<file path="config.mk">
export PLATFORM = sky130hd
export DESIGN_NAME = dm_responder
export DESIGN_NICKNAME = d
export VERILOG_FILES = /design/src/rtl/dm_responder.sv
export SDC_FILE = /design/constraint.sdc
export NUM_CORES = 2
export LEC_CHECK = 0
export CAP_MARGIN = 40
export CORE_MARGIN = 2
export CORE_UTILIZATION = 47
export CTS_BUF_LIST = sky130_fd_sc_hd__clkbuf_8
export DETAILED_ROUTE_END_ITERATION = 16
export GPL_ROUTABILITY_DRIVEN = 0
export SYNTH_ARGS = -nofsm -noshare
export SYNTH_HDL_FRONTEND = slang
export SYNTH_SLANG_ARGS = --single-unit
</file>
<file path="constraint.sdc">
create_clock -name clk -period 9.67 [get_ports clk]
set_input_delay 2.901 -clock clk [delete_from_list [all_inputs] [get_ports clk]]
set_output_delay 2.901 -clock clk [all_outputs]
set_load 0.05 [all_outputs]
</file>
<file path="src/rtl/dm_responder.sv">
// Memory side of the CPU data-memory interface: one load/store at a time over
// a req/ready handshake, with programmable wait states and sub-word access.
//
// state  | meaning
// IDLE   | waiting for req; latches the request when it arrives
// WAIT   | counting down wait states before the access
// RESP   | ready=1 for one cycle with dout/err valid
module dm_responder #(
    parameter int ADDR_W      = 9,
    parameter int WAIT_CYCLES = 2
) (
    input  logic              clk,
    input  logic              reset,
    input  logic              req,
    input  logic              we,
    input  logic [ADDR_W-1:0] addr,
    input  logic [31:0]       din,
    input  logic [2:0]        digit,
    output logic              ready,
    output logic [31:0]       dout,
    output logic              err
);

    localparam int DEPTH = 1 << (ADDR_W - 2);
    localparam logic [3:0] WAIT_INIT = (WAIT_CYCLES > 0) ? 4'(WAIT_CYCLES - 1) : 4'd0;

    typedef enum logic [1:0] {S_IDLE, S_WAIT, S_RESP} state_t;

    state_t            state_q, state_d;
    logic [3:0]        cnt_q, cnt_d;
    logic              we_q;
    logic [ADDR_W-1:0] addr_q;
    logic [31:0]       din_q;
    logic [2:0]        digit_q;
    logic [31:0]       dout_q;
    logic              err_q;
    logic              latch, access;

    logic [31:0] mem [0:DEPTH-1];

    always_comb begin
        state_d = state_q;
        cnt_d   = cnt_q;
        latch   = 1'b0;
        access  = 1'b0;
        case (state_q)
            S_IDLE: begin
                if (req) begin
                    latch = 1'b1;
                    if (WAIT_CYCLES > 0) begin
                        state_d = S_WAIT;
                        cnt_d   = WAIT_INIT;
                    end else begin
                        access  = 1'b1;
                        state_d = S_RESP;
                    end
                end
            end
            S_WAIT: begin
                if (cnt_q != 4'd0) begin
                    cnt_d = cnt_q - 4'd1;
                end else begin
                    access  = 1'b1;
                    state_d = S_RESP;
                end
            end
            S_RESP:  state_d = S_IDLE;
            default: state_d = S_IDLE;
        endcase
    end

    // With zero wait states the access happens on the accepting edge, so it
    // must use the live inputs rather than the not-yet-latched copies.
    logic              a_we;
    logic [ADDR_W-1:0] a_addr;
    logic [31:0]       a_din;
    logic [2:0]        a_digit;

    assign a_we    = (state_q == S_IDLE) ? we    : we_q;
    assign a_addr  = (state_q == S_IDLE) ? addr  : addr_q;
    assign a_din   = (state_q == S_IDLE) ? din   : din_q;
    assign a_digit = (state_q == S_IDLE) ? digit : digit_q;

    logic [ADDR_W-3:0] widx;
    logic [1:0]        lane;
    logic [31:0]       word, ld_val, wmask, wval;
    logic [15:0]       half;
    logic [7:0]        byte_v;
    logic              illegal;

    assign widx   = a_addr[ADDR_W-1:2];
    assign lane   = a_addr[1:0];
    assign word   = mem[widx];
    assign half   = lane[1] ? word[31:16] : word[15:0];
    assign byte_v = word[{lane, 3'b000} +: 8];

    always_comb begin
        illegal = 1'b0;
        ld_val  = 32'd0;
        wmask   = 32'd0;
        wval    = 32'd0;
        case (a_digit)
            3'b000: begin
                illegal = (lane != 2'b00);
                ld_val  = word;
                wmask   = 32'hFFFF_FFFF;
                wval    = a_din;
            end
            3'b001, 3'b010: begin
                illegal = lane[0];
                ld_val  = (a_digit == 3'b001) ? {{16{half[15]}}, half} : {16'd0, half};
                wmask   = lane[1] ? 32'hFFFF_0000 : 32'h0000_FFFF;
                wval    = {2{a_din[15:0]}};
            end
            3'b011, 3'b100: begin
                ld_val  = (a_digit == 3'b011) ? {{24{byte_v[7]}}, byte_v} : {24'd0, byte_v};
                wmask   = 32'h0000_00FF << {lane, 3'b000};
                wval    = {4{a_din[7:0]}};
            end
            default: illegal = 1'b1;
        endcase
    end

    always_ff @(posedge clk) begin
        if (access && a_we && !illegal)
            mem[widx] <= (word & ~wmask) | (wval & wmask);
    end

    always_ff @(posedge clk or posedge reset) begin
        if (reset) begin
            state_q <= S_IDLE;
            cnt_q   <= 4'd0;
            we_q    <= 1'b0;
            addr_q  <= '0;
            din_q   <= 32'd0;
            digit_q <= 3'd0;
            dout_q  <= 32'd0;
            err_q   <= 1'b0;
        end else begin
            state_q <= state_d;
            cnt_q   <= cnt_d;
            if (latch) begin
                we_q    <= we;
                addr_q  <= addr;
                din_q   <= din;
                digit_q <= digit;
            end
            if (access) begin
                dout_q <= (illegal || a_we) ? 32'd0 : ld_val;
                err_q  <= illegal;
            end else if (state_q == S_RESP) begin
                dout_q <= 32'd0;
                err_q  <= 1'b0;
            end
        end
    end

    assign ready = (state_q == S_RESP);
    assign dout  = dout_q;
    assign err   = err_q;

endmodule

</file>
==> results.py <==
metrics = {
    "setup_path": {
        "crit_arrival_ns": 9.31,
        "crit_required_ns": 10.68,
        "critical_path_class": "input port to register",
        "start_kind": "input port",
        "end_kind": "register",
        "worstPathMaxFanout": 62,
    },
    "layout": {
        "layout_commonest_cell": "edfxtp_1",
        "final_cell_mix": "4,096 x edfxtp_1, 1,615 x o22ai_1, 654 x clkbuf_8",
        "synthToLayoutAreaGrowth_pct": 14.96,
        "nFillCells": 25750,
        "post_route_cells_drive_above_1_share": 0.1718,
        "multi_input_area_mm2": 0.02846,
        "nNetsFinal": 10090,
        "ff_latch_area_mm2": 0.1251,
    },
    "clocking": {
        "post_cts_resized": 0,
        "cts_tree": "done",
        "clockBufferDepth": 4,
        "cts.htree.levels": 6,
        "clkTransAtPathRegs_ns": 0.06,
        "cts_buffers": 643,
        "clockRootBuffer": "clkbuf_8",
        "cts_hold_buf": 0,
        "cts_sinks": 4180,
        "clkLatencyLatePin_ns": 1.28,
        "post_cts_buffers": 0,
    },
    "sta": {
        "holdWs_ns": 0.5095,
        "fin_crit_ns": 8.301,
        "fmax_mhz": 120.5,
        "setup_viol": 0,
        "min_period_over_period": 0.8584,
        "rsz0062_at_grt": "no",
        "fin_tns_setup_ns": 0,
        "worst_pin_slew_ns": 1.207,
        "maxSlewViolCount": 0,
        "relSlewSlack": 0.1956,
        "clock_skew_ns": 0.08345,
        "hold_viol": 0,
    },
    "synthesis": {
        "yosys.cell_types.count": 90,
        "synth_top_area_frac": 0.7912,
        "synth_ff_type": "edfxtp_1",
        "synth_mux_area_frac": 0.01381,
        "ys_seq_area_frac": 0.8048,
        "synth.net_count": 9309,
        "syn-instance-count": 9259,
        "synth_area_mm2": 0.1555,
        "ys_top_cells_by_area": "edfxtp_1 79%, o22ai_1 6.5%, nor3_1 1.6%, dfrtp_1 1.4%, nand2_1 1.2%",
        "synth_compound_area_frac": 0.1068,
        "synth_area_per_cell_um2": 16.79,
        "ys_ff_latch": 4180,
        "synthSimpleGateAreaFrac": 0.05113,
        "yosys.area.top_type": "edfxtp_1",
        "synth_top_family_by_area": "compound AO/OA/AOI/OAI gates",
        "async_reset_ff_frac": 0.02010,
        "synth_fa_ha_area_frac": 0.0001610,
        "synth-edff-count": 4096,
        "synth_xor_area_frac": 0.0001127,
        "yosys_warnings": 0,
    },
    "hold_path": {
        "hp-class": "register to register",
    },
    "job": {
        "cap_violations": 0,
    },
    "grt": {
        "overflow": 0,
        "grt_use_met3": 0.09883,
        "met1_usage": 0.4377,
        "grt_pass1_vias": 95080,
        "grt_max_degree": 129,
        "grt_usage": 0.3287,
        "use_met2": 0.4853,
        "grt_pass1_wl_um": 765900,
        "antenna_found_initial": 29,
        "grt.busiest_layer": "met2",
    },
    "outcome": {
        "status": "finished, final reports clean",
    },
    "route": {
        "vias_per_cell": 6.801,
        "drt_iter0_drc": 17030,
        "drt_wl_total_um": 562000,
        "ant_nets": 0,
        "first_pass_iters": 9,
        "wire_per_inst_um": 37.69,
        "drc": 0,
        "via_count": 101400,
    },
    "die": {
        "start_util": 0.4714,
        "fp.dieW_um": 579.1,
        "io_pins": 82,
        "row_count": 211,
        "core_mm2": 0.3297,
        "fp.dieH_um": 579.1,
        "die_area_mm2": 0.3354,
    },
    "place": {
        "io_buffer_count": 81,
        "dp_hpwl_um": 328200,
    },
}
==> cell families (layout without fill, tap and decap cells) <==
family / after synthesis / in the layout
AO/OA/AOI/OAI: 2499 / 2499
XOR/XNOR: 2 / 2
adder cells (fa/ha/maj): 2 / 2
buffers and inverters: 668 / 1921
flip-flops: 4180 / 4180
multiplexers: 208 / 208
other: 0 / 34
AND/OR/NAND/NOR: 1700 / 1700
==> sequential cells by signal, indices dropped and copies added, names as in the netlist <==
register,cells
state_q,2
dout,32
addr_q,9
digit_q,3
we_q,1
mem,4096
din_q,32
cnt_q,4
err,1
==> per-layer routing <==
| layer | vias up | wire, µm | share of wire |
|---|---|---|---|
| li1 | 40010 | - | - |
| met1 | 51830 | 200900 | 0.36 |
| met2 | 8178 | 246100 | 0.44 |
| met3 | 1395 | 79290 | 0.14 |
| met4 | 16 | 35410 | 0.063 |
| met5 | - | 372 | 0.00066 |
==> worst max-delay path, cell delays in order <==
cell and delay [ns]:
clkdlybuf4s50_1 0.79, or3b_4 0.49, nand2_8 0.52, buf_12 0.39
buf_4 0.33, nand2_1 0.07, and3_1 0.19, nor4_1 0.28
o22ai_1 0.29, a222oi_1 1.11, nand4_1 0.74, mux2i_4 0.66
buf_12 0.30
==> through the flow <==
step | util | cells | worst slack, ns | instance area (µm²)
after floorplan | - | 9259 | 0.2597 | 155500
after global placement | 0.5040 | 13670 | 0.1235 | 166200
after detailed placement | 0.5070 | 13750 | 0.7830 | 167200
after CTS | 0.5415 | 14870 | 2.049 | 178600
after global routing | 0.5417 | 14880 | 1.620 | 178600
final | 0.5420 | 14910 | 1.369 | 178700
==> Yosys cell counts (all sizes together) (84+ instances only) <==
library cell     n
o21ai          150
nor4           153
buf            506
edfxtp        4096
o221ai         164
clkbuf         150
a31oi           89
nand3          117
a21oi          143
nor2           306
o22ai         1617
nor3           496
dfrtp           84
mux2i          159
nand2          506
==> layout make-up <==
class / instances / area share
flip-flops and latches: 4180 / 0.7000
multi-input cells: 4411 / 0.1593
clock buffers: 654 / 0.05037
repair buffers: 794 / 0.04580
well taps: 4366 / 0.03057
clock inverters: 461 / 0.01324
diodes: 34 / 0.0004761
inverters: 12 / 0.0002591
==> path summary, 6_finish.rpt <==
check,start,to,cells past startpoint,slack [ns]
min in group asynchronous,reset,state_q[1]$_DFFE_PP0P_,2,2.09
worst max register to register,state_q[1]$_DFFE_PP0P_,mem[80][2]$_DFFE_PP_,14,2.88
max in group asynchronous,reset,dout[16]$_DFFE_PP0P_,3,6.49
worst min register to register,din_q[14]$_DFFE_PP0P_,din_q[14]$_DFFE_PP0P_,1,0.51
worst min-delay path,din_q[14]$_DFFE_PP0P_,din_q[14]$_DFFE_PP0P_,1,0.51
worst max-delay path,addr[2],mem[80][2]$_DFFE_PP_,13,1.37
Power is left out: the tool's default activity adds up to more than one toggle a clock period on the data nets, which glitch-free logic cannot reach.
